==> config.mk <==
export PLATFORM = sky130hd
export DESIGN_NAME = dem_dwa_scheduler
export DESIGN_NICKNAME = d
export VERILOG_FILES = /design/src/rtl/dem_dwa_scheduler.sv
export SDC_FILE = /design/constraint.sdc
export NUM_CORES = 1
export LEC_CHECK = 0
export CAP_MARGIN = 5
export CORE_MARGIN = 5
export CORE_UTILIZATION = 35
export CTS_CLUSTER_SIZE = 25
export DETAILED_ROUTE_END_ITERATION = 8
export GPL_ROUTABILITY_DRIVEN = 0
export HOLD_SLACK_MARGIN = 0.1
export PLACE_DENSITY_LB_ADDON = 0.15
export SLEW_MARGIN = 30
export SYNTH_ARGS = -nofsm -noshare
export SYNTH_HDL_FRONTEND = slang
export SYNTH_SLANG_ARGS = --single-unit
==> constraint.sdc <==
create_clock -name clk_i -period 3.7 [get_ports clk_i]
set_clock_uncertainty 0.2 [all_clocks]
set_input_delay 0.555 -clock clk_i [delete_from_list [all_inputs] [get_ports clk_i]]
set_output_delay 0.555 -clock clk_i [all_outputs]
set_load 0.01 [all_outputs]
==> src/rtl/dem_dwa_scheduler.sv <==
// Data-weighted-averaging element scheduler for the DEM thermometer DAC.
// Rotates a wrapping start pointer through the unit elements and paces the PN generator.
module dem_dwa_scheduler #(
  parameter int unsigned N_ELEM     = 8,
  parameter int unsigned CODE_W     = $clog2(N_ELEM + 1),
  parameter int unsigned PTR_W      = $clog2(N_ELEM),
  parameter int unsigned WARMUP_CYC = 16
) (
  input  logic              clk_i,
  input  logic              reset_i,
  input  logic              enable_i,
  input  logic              rand_en_i,
  input  logic [CODE_W-1:0] code_i,
  input  logic              code_valid_i,
  input  logic              pn_bit_i,
  output logic              pn_adv_o,
  output logic [N_ELEM-1:0] elem_sel_o,
  output logic              sel_valid_o,
  output logic [PTR_W-1:0]  ptr_o,
  output logic              code_err_o
);

  localparam int unsigned WarmW = $clog2(WARMUP_CYC + 1);
  localparam int unsigned SumW  = PTR_W + 2;

  localparam logic [SumW-1:0]   NElemSum  = SumW'(N_ELEM);
  localparam logic [CODE_W-1:0] NElemCode = CODE_W'(N_ELEM);
  localparam logic [WarmW-1:0]  WarmLast  = WarmW'(WARMUP_CYC - 1);

  typedef enum logic [1:0] {StIdle, StWarmup, StRun} state_e;

  state_e              state_q, state_d;
  logic [PTR_W-1:0]    ptr_q, ptr_d;
  logic [WarmW-1:0]    warm_q, warm_d;
  logic [N_ELEM-1:0]   sel_q, sel_d;
  logic                sel_valid_q, sel_valid_d;
  logic                err_q, err_d;

  logic                over;
  logic [CODE_W-1:0]   code_c;
  logic                skip;
  logic [SumW-1:0]     sum_raw, sum_1, sum_2;

  // Bit k is on when its distance from the start pointer (mod N_ELEM) is below cnt.
  function automatic logic [N_ELEM-1:0] rot_mask(input logic [PTR_W-1:0]  start,
                                                  input logic [CODE_W-1:0] cnt);
    logic [N_ELEM-1:0] m;
    int unsigned       d;
    m = '0;
    for (int unsigned k = 0; k < N_ELEM; k++) begin
      d = k + N_ELEM - 32'(start);
      if (d >= N_ELEM) d = d - N_ELEM;
      m[k] = (d < 32'(cnt));
    end
    return m;
  endfunction

  always_comb begin
    over    = (code_i > NElemCode);
    code_c  = over ? NElemCode : code_i;
    skip    = rand_en_i & pn_bit_i;
    sum_raw = {2'b00, ptr_q} + SumW'(code_c) + SumW'(skip);
    // Sum never exceeds 2*N_ELEM, so two conditional subtractions fully reduce it.
    sum_1   = (sum_raw >= NElemSum) ? (sum_raw - NElemSum) : sum_raw;
    sum_2   = (sum_1 >= NElemSum) ? (sum_1 - NElemSum) : sum_1;
  end

  always_comb begin
    state_d     = state_q;
    ptr_d       = ptr_q;
    warm_d      = warm_q;
    sel_d       = sel_q;
    sel_valid_d = 1'b0;
    err_d       = 1'b0;
    pn_adv_o    = 1'b0;

    if (!enable_i) begin
      state_d = StIdle;
      ptr_d   = '0;
      warm_d  = '0;
      sel_d   = '0;
    end else begin
      unique case (state_q)
        StIdle: begin
          state_d = StWarmup;
          warm_d  = '0;
          sel_d   = '0;
        end
        StWarmup: begin
          pn_adv_o = 1'b1;
          sel_d    = '0;
          if (warm_q == WarmLast) begin
            state_d = StRun;
            warm_d  = '0;
          end else begin
            warm_d = warm_q + WarmW'(1);
          end
        end
        StRun: begin
          if (code_valid_i) begin
            sel_d       = rot_mask(ptr_q, code_c);
            ptr_d       = sum_2[PTR_W-1:0];
            sel_valid_d = 1'b1;
            err_d       = over;
            pn_adv_o    = rand_en_i;
          end
        end
        default: state_d = StIdle;
      endcase
    end
  end

  always_ff @(posedge clk_i or negedge reset_i) begin
    if (!reset_i) begin
      state_q     <= StIdle;
      ptr_q       <= '0;
      warm_q      <= '0;
      sel_q       <= '0;
      sel_valid_q <= 1'b0;
      err_q       <= 1'b0;
    end else begin
      state_q     <= state_d;
      ptr_q       <= ptr_d;
      warm_q      <= warm_d;
      sel_q       <= sel_d;
      sel_valid_q <= sel_valid_d;
      err_q       <= err_d;
    end
  end

  assign elem_sel_o  = sel_q;
  assign sel_valid_o = sel_valid_q;
  assign ptr_o       = ptr_q;
  assign code_err_o  = err_q;

endmodule

# --- Yosys cells after proc, flatten, opt, wreduce, memory -nomap -nowiden ---
# Index checks and enable logic that the tools add are counted.
word_totals:
  ff_bits: 20
  inputBits: 10
  output_inout_bits: 14
  elab_cells: 118
op_classes:
  n_addsub: 21
  magnitude_cmp: 19
  eq_ne: 10
  n_mux: 56
  bitwise: 1
  reduce_logical: 5
op_table:
  columns: ["op", "count"]
  rows:
  - ["$mux W32", 32]
  - ["$ge A32 B4 Y1 const B", 8]
  - ["$lt A32 B4 Y1", 8]
  - ["$sub A5 B5 Y6 const B", 8]
  - ["$sub A4 B3 Y5 const A", 8]
  - ["$mux W8", 2]
  - ["$pmux W8 S2", 1]
  - ["$mux W5", 3]
  - ["$mux W3", 4]
  - ["$ge A5 B4 Y1 const B", 2]
  - ["$pmux W5 S2", 1]
  - ["$mux W1", 8]
  - ["$ne A3 B3 Y1 const B", 2]
  - ["$pmux W2 S3", 1]
  - ["$reduce_and A2 Y1", 3]
  - ["$add A3 B4 Y5", 1]
  - ["$add A5 B1 Y5", 1]
  - ["$add A5 B1 Y5 const B", 1]
  - ["$eq A5 B4 Y1 const B", 1]
  - ["$sub A5 B4 Y5 const B", 1]
  - ["$gt A4 B4 Y1 const B", 1]
  - ["$mux W2", 2]
  - ["$mux W4", 1]
  - ["$ne A2 B1 Y1 const B", 2]
  - ["other kinds (10)", 10]

# --- Logic depth before layout (Yosys ltp) ---
# Gate-level depths: netlist (run 1).
logic_depth:
  word_depth: 11
  depth_mapped: 8
  depth_no_buf: 7

# --- Worst setup path after synthesis (run 1) ---
# Ideal clock, no wire load.
synth_timing:
  kind: "input port to flip-flop"
  from: "input port code_i[3]"
  to: "register ptr_q[2] (netlist: ptr_o[2])"
  setup_ps: 120
  arrival_ps: 1795
  required_ps: 3380
  setup_slack_ps: 1585
  cell_stages: 8
  path_buffers: 1
  path_cell_list: "clkinv_1 buf_2 nand2_1 inv_1 fa_1 xnor2_1 nand2_1 o211a_1"
synth_between:
  elab_chain_len: 11
  elab_cells_between_ends: 13
  cone_classes: "add/sub (4); order compare (3); mux (6)"
synth_rtl:
  columns: ["item", "line_no", "rtl"]
  rows:
  - ["start: declaration", "13", "input logic [CODE_W-1:0] code_i,"]
  - ["$gt A4 B4 Y1", "59", "over = (code_i > NElemCode);"]
  - ["$mux W4 *", "60", "code_c = over ? NElemCode : code_i;"]
  - ["$add A3 B4 Y5 *", "62", "sum_raw = {2'b00, ptr_q} + SumW'(code_c) + SumW'(skip);"]
  - ["$add A5 B1 Y5 *", "62", null]
  - ["$sub A5 B4 Y5 or $ge A5 B4 Y1 (tied branches)", "64", "sum_1 = (sum_raw >= NElemSum) ? (sum_raw - NElemSum) : sum_raw;"]
  - ["$mux W5 *", "64", null]
  - ["$ge A5 B4 Y1 or $sub A3 B1 Y3 (tied branches)", "65", "sum_2 = (sum_1 >= NElemSum) ? (sum_1 - NElemSum) : sum_1;"]
  - ["$mux W3 *", "65", null]
  - ["$mux W3 *", "100", "if (code_valid_i) begin"]
  - ["$mux W3 *", "83", "unique case (state_q)"]
  - ["$mux W3 *", "77", "if (!enable_i) begin"]
  - ["end signal: assignment", "123", "ptr_q <= ptr_d;"]
  - ["end: declaration", "33", "logic [PTR_W-1:0] ptr_q, ptr_d;"]
# Mark *: on every way between the ends. The rest lies on a longest branch, timed or not. The select of a mux whose other input is x is not followed.
# A chain may end at the register's enable or synchronous reset.

# --- Final worst setup path (run 1) ---
layout_timing:
  from: "register state_q[1]"
  to: "output port pn_adv_o"
layout_between:
  elab_chain_len: 3
  elab_cells_between_ends: 4
  cone_classes: "eq/ne (2); mux (2)"
layout_rtl:
  columns: ["item", "line_no", "rtl"]
  rows:
  - ["start: declaration", "32", "state_e state_q, state_d;"]
  - ["start signal: assignment", "115", "state_q <= StIdle;"]
  - ["start signal: assignment", "122", "state_q <= state_d;"]
  - ["$eq A2 B2 Y1 or $eq A2 B1 Y1 (tied branches)", "83", null]
  - ["$pmux W1 S2 *", "83", null]
  - ["$mux W1 *", "77", null]
  - ["end: declaration", "16", "output logic pn_adv_o,"]
# Mark *: on every way between the ends. The rest lies on a longest branch, timed or not.

==> results_dict.tcl, run 1 <==
set metrics [dict create \
    wire_per_inst_um 14.53 \
    area_growth_pct 22.44 \
    start_util_pct 36.83 \
    end_kind "output pin" \
    synth-adder-area-share_pct 23.44 \
    grt_pass1_vias 1122 \
    num-nets-final 211 \
    synthCells 150 \
    critical-path-max-stage-delay_ps 550 \
    ioPinCount 24 \
    die_x_um 75.58 \
    grtUsageTotal_pct 12.52 \
    path_cells "ha_1 > and2_1 > a21oi_1 > nor2_1 > clkdlybuf4s50_1" \
    fmax_ghz 0.3386 \
    grt_setup_unrepaired "false" \
    maxSlewHeadroom_pct 68.20 \
    grt_start_max_net_pins 21 \
    use_met2_pct 17.55 \
    maxCapViolations 0 \
    grt-ovfl-total 0 \
    synth-seq-area-share_pct 33.25 \
    ys_types 35 \
    clock_latency_ps 260 \
    layout-drive-gt1-share_pct 6.936 \
    drt_wl_total_mm 3.240 \
    cp_num_buf_inv 1 \
    cp_data_arrival_time_ps 2200 \
    grt_use_met3_pct 2.902 \
    tns_ps 0 \
    rows 23 \
    drtAntennaViolNets 0 \
    p_leak_nw 0.8574 \
    pwr_density_cell_nw_per_um2 410.1 \
    place_area_um2 1767 \
    critPathTopFamily "flip-flops" \
    tightest_slew_ps 477.0 \
    slowest_stage "dfrtp_1" \
    drcViolationCount 0 \
    core_um2 4086 \
    use_met1_pct 18.94 \
    fin_area_um2 1843 \
    cts_resized 0 \
    cts_root_buffer "clkbuf_8" \
    finalHoldViolations 0 \
    die_area_um2 5712 \
    numCtsBuffers 3 \
    peakVddDrop_mv 0.1783 \
    crit_type "reg2out" \
    synthMuxAreaShare_pct 0 \
    avgSynthCellArea_um2 10.03 \
    clk_transition_reported_paths_ps 80 \
    grt_antenna_before_repair 0 \
    critPathLaunchType "register" \
    post_drt_via_cell_ratio 5.265 \
    syn_area_um2 1505 \
    yosys.area_share.xor_xnor_pct 1.746 \
    ys_ff_latch 20 \
    synth_warnings 0 \
    dp_hpwl_mm 2.470 \
    synth_nets 187 \
    synth_top_family_by_area "adder cells" \
    drt_first_pass_iters 4 \
    cp_max_fo 11 \
    die_h_um 75.58 \
    drv_slew 0 \
    min_path_type "reg2reg" \
    htree_levels 1 \
    grt_pass1_wl_mm 5.478 \
    synthSimpleGateAreaFrac_pct 18.29 \
    cts_tree "yes" \
    min_period_ps 2954 \
    setup_viol 0 \
    busiest_layer "met1" \
    n_antenna_cell 0 \
    period_share_pct 79.83 \
    synth_compound_area_share_pct 17.46 \
    cp.required_ps 2940 \
    cts_sinks 20 \
    drtIter0Drc 65 \
    clockBufferDepth 2 \
    status "finished clean" \
    vias 1174 \
    port_buffers 23 \
]
cells in the final DEF (no fill, tap or decap):
cell,Yosys,layout
nand2_1,22,22
o311ai_2,1,1
a32o_2,1,1
a32o_1,7,7
clkdlybuf4s50_1,0,22
inv_1,12,12
buf_4,0,1
a21boi_0,3,3
and3_1,1,1
clkbuf_8,0,3
fa_1,2,2
dlygate4sd3_1,0,1
nor3b_1,1,1
nor2_1,2,2
nand4_1,3,3
clkinv_1,1,1
nor2b_4,1,1
buf_2,1,1
a21oi_1,3,3
and3_2,1,1
nand2b_1,1,1
ha_1,25,25
o311a_1,1,1
xor2_1,1,1
o21ai_0,3,3
o22ai_1,1,1
xnor2_1,2,2
and3_4,1,1
nand4b_4,1,1
o211ai_1,9,9
and2_1,4,4
dfrtp_1,20,20
o211a_1,2,2
nand3_1,4,4
a41oi_1,1,1
nand3b_1,1,1
bufinv_16,0,1
nor2b_1,6,6
worst reg2reg max path, cell delays in order (launching register included):
cell	delay [ps]
dfrtp_1	520
inv_1	180
ha_1	350
inv_1	50
ha_1	260
nor2b_1	190
o211ai_1	120
a32o_1	270
through the flow:
stage | power, mW | cells | setup WS (ps) | util [%] | hold WS (ps)
detailed placement | 0.5357 | 218 | 768.2 | 43.23 | 286.6
CTS | 0.7647 | 222 | 736.0 | 44.98 | 304.1
floorplan | 0.4496 | 150 | 1585 | - | 59.41
global placement | 0.5277 | 218 | 838.7 | 43.23 | 276.2
global route | 0.8054 | 223 | 608.3 | 45.10 | 320.5
finish | 0.7558 | 223 | 746.3 | 45.10 | 298.7
Yosys cell counts:
library cell,count,area [um^2]
and2_1,4,25.02
and3_1,1,6.260
nand4_1,3,18.77
fa_1,2,40.04
o21ai_0,3,15.01
nor3b_1,1,7.510
nand3_1,4,20.02
o22ai_1,1,6.260
nand3b_1,1,7.510
xor2_1,1,8.760
dfrtp_1,20,500.5
buf_6,2,22.52
clkinv_1,1,3.750
a21boi_0,3,22.52
nor2_1,2,7.510
nor2b_4,1,13.76
buf_2,1,5.000
a21oi_1,3,15.01
nand2b_1,1,6.260
ha_1,25,312.8
nand2_1,22,82.58
nor2b_1,6,37.54
o211a_1,2,20.02
clkbuf_1,3,11.26
inv_1,12,45.04
a32o_2,1,11.26
and3_4,1,11.26
o211ai_1,9,67.56
o311ai_2,1,16.27
and3_2,1,7.510
a32o_1,7,70.07
xnor2_1,2,17.52
a41oi_1,1,8.760
o311a_1,1,10.01
nand4b_4,1,23.77
final timing paths:
check / slack, ps / start / depth (start not counted) / endpoint
max: 750 / state_q[1]$_DFFE_PN0P_ / 5 / pn_adv_o
min: 300 / elem_sel_o[5]$_DFFE_PN0P_ / 1 / elem_sel_o[5]$_DFFE_PN0P_
max reg2reg: 1450 / ptr_o[1]$_DFFE_PN0P_ / 7 / elem_sel_o[6]$_DFFE_PN0P_
min reg2reg: 300 / elem_sel_o[5]$_DFFE_PN0P_ / 1 / elem_sel_o[5]$_DFFE_PN0P_
max in group asynchronous: 2390 / reset_i / 2 / elem_sel_o[5]$_DFFE_PN0P_
min in group asynchronous: 580 / reset_i / 2 / sel_valid_o$_DFF_PN0_
state kept, by name, summed over array words and instances, names as in the netlist:
| signal | count |
|---|---|
| elem_sel_o | 8 |
| warm_q | 5 |
| ptr_o | 3 |
| code_err_o | 1 |
| sel_valid_o | 1 |
| state_q | 2 |
metal layers:
| metal | wire, um | up-vias |
|---|---|---|
| met3 | 181 | 4 |
| li1 | - | 581 |
| met4 | 25 | 0 |
| met5 | 0 | - |
| met2 | 1363 | 37 |
| met1 | 1669 | 552 |
cell type report:
cell class                      count  area, um^2
Clock buffer                        3       41.29
Inverter                           13       48.80
Fill cell                         388        2243
Multi-Input combinational cell    111       917.1
Sequential cell                    20       500.5
Clock inverter                      1       30.03
Tap cell                           50       62.56
Timing Repair Buffer               25       242.7
report_power, final:
| part | switching, mW | internal [mW] |
|---|---|---|
| clock | 0.0787 | 0.144 |
| combinational | 0.139 | 0.118 |
| sequential | 0.0345 | 0.241 |
| total | 0.252 | 0.504 |
logic make-up after synthesis:
family	after synthesis
simple gates	49
buf+inv	19
compound gates	32
xor+xnor	3
fa+ha+maj	27
flops	20
repair_timing:
| item | in CTS | in global routing |
|---|---|---|
| setup buffers | 0 | 0 |
| endpoints found under the hold margin | 0 | 20 |
| hold buffers | 0 | 1 |
(Power assumes the default switching activity.)
==> inputs of run 2 (changes only) <==
clock period = 2.9 ns   (was 3.7 ns; I/O delays follow)
==> run 2 against run 1 <==
Effect of this change:
- combinational power is 27% higher
- worst hold slack hardly changed
- wire length is 4.3% lower
- critical endpoint unchanged
- largest cell class unchanged
- largest power group unchanged
==> results_dict.tcl, run 2 (synthesis results as in run 1) <==
set metrics [dict create \
    reg2reg_from "ptr_o[1]$_DFFE_PN0P_" \
    die_h_um 75.58 \
    status "finished clean" \
    port_buffers 23 \
    wire_per_inst_um 13.85 \
    cp_max_fo 11 \
    grt_start_max_net_pins 21 \
    start_util_pct 36.83 \
    power_frac_seq_pct 36.6 \
    pwr-share-clk_pct 29.5 \
    rows 23 \
    p_int_uw 644.7 \
    switching_share_pct 32.94 \
    finalHoldViolations 0 \
    drtAntennaViolNets 0 \
    power.switching_uw 316.6 \
    drv_slew 0 \
    hold_buffers 0 \
    clk_transition_reported_paths_ps 80 \
    drt_wl_total_mm 3.102 \
    clock_latency_ps 260 \
    period_share_pct 93.87 \
    grt_setup_unrepaired "false" \
    cts_resized 0 \
    min_period_ps 2722 \
    drt_first_pass_iters 4 \
    clockBufferDepth 2 \
    critPathLaunchType "register" \
    peakVddDrop_mv 0.2202 \
    drcViolationCount 0 \
    post_drt_via_cell_ratio 5.089 \
    crit_type "reg2out" \
    die_area_um2 5712 \
    grt_antenna_before_repair 0 \
    cp_data_arrival_time_ps 2090 \
    cts_root_buffer "clkbuf_8" \
    grtUsageTotal_pct 12.35 \
    die_x_um 75.58 \
    numCtsBuffers 3 \
    grt_pass1_wl_mm 5.533 \
    dp_hpwl_mm 2.364 \
    fmax_ghz 0.3673 \
    ioPinCount 24 \
    htree_levels 1 \
    cp.required_ps 2270 \
    vias 1140 \
    n_antenna_cell 0 \
    num-nets-final 212 \
    core_um2 4086 \
    tns_ps 0 \
    worst_hold_slack_ps 298.9 \
    min_from "elem_sel_o[5]$_DFFE_PN0P_" \
    tightest_slew_ps 443.5 \
    grt-ovfl-total 0 \
    maxCapViolations 0 \
    p_leak_nw 0.8612 \
    cts_sinks 20 \
    startpoint "state_q[1]$_DFFE_PN0P_" \
    layout_commonest_cell "ha_1" \
    setup_viol 0 \
    end_kind "output pin" \
    drtIter0Drc 54 \
    post_cts_buffers 0 \
    maxSlewHeadroom_pct 70.43 \
    final_cell_mix "ha_1 (24), clkdlybuf4s50_1 (23), nand2_1 (22)" \
    min_path_type "reg2reg" \
    grt_pass1_vias 1177 \
    power_frac_comb_pct 33.9 \
    largest_reg_flops 8 \
    area_growth_pct 23.28 \
    cts_tree "yes" \
    layout-drive-gt1-share_pct 8.046 \
    pwr_density_cell_nw_per_um2 518.1 \
]
-- run 2: layout make-up --
cell class / count / area [um^2]
Clock buffer: 3 / 41.29
Clock inverter: 1 / 30.03
Fill cell: 378 / 2231
Inverter: 13 / 48.80
Multi-Input combinational cell: 111 / 919.6
Sequential cell: 20 / 500.5
Tap cell: 50 / 62.56
Timing Repair Buffer: 26 / 252.7
-- run 2: routing by layer --
metal	vias to the layer above	global-route usage (%)	share of wire, %	wire length, um
li1	585	-	-	-
met1	525	18.23	51	1591
met2	28	19.18	43	1348
met3	2	2.375	4.9	151
met4	0	1.748	0.32	10
met5	-	0	0	0
-- run 2: worst paths after layout --
check | to | slack [ps] | cells after the start
max in group asynchronous | elem_sel_o[1]$_DFFE_PN0P_ | 1960 | 2
hold reg to reg | elem_sel_o[5]$_DFFE_PN0P_ | 300 | 1
hold / removal | elem_sel_o[5]$_DFFE_PN0P_ | 300 | 1
setup reg to reg | elem_sel_o[2]$_DFFE_PN0P_ | 760 | 7
min in group asynchronous | elem_sel_o[0]$_DFFE_PN0P_ | 320 | 2
setup / recovery | pn_adv_o | 180 | 5
-- run 2: power groups by stage --
stage                     Combinational [mW]  Clock [mW]  Sequential, mW
final                                  0.326       0.284           0.352
after floorplan                        0.229           0           0.344
after detailed placement               0.326           0           0.357
after global routing                   0.377       0.306           0.358
after CTS                              0.328       0.292           0.352
after global placement                 0.318           0           0.354
-- run 2: critical path: stages, from the launching register on --
cell,delay (ps)
dfrtp_1,530
ha_2,330
and2_1,230
a21oi_1,90
nor2_1,100
clkdlybuf4s50_1,540
-- run 2: through the flow --
step / util, % / setup WS (ps) / area, um^2 / std cells / power (mW)
after CTS: 45.35 / 125.9 / 1853 / 224 / 0.9711
after detailed placement: 43.60 / 381.6 / 1782 / 220 / 0.6829
after floorplan: - / 904.5 / 1505 / 150 / 0.5736
after global placement: 43.60 / 419.3 / 1782 / 220 / 0.6719
after global routing: 45.41 / 7.933 / 1856 / 224 / 1.041
final: 45.41 / 177.7 / 1856 / 224 / 0.9614
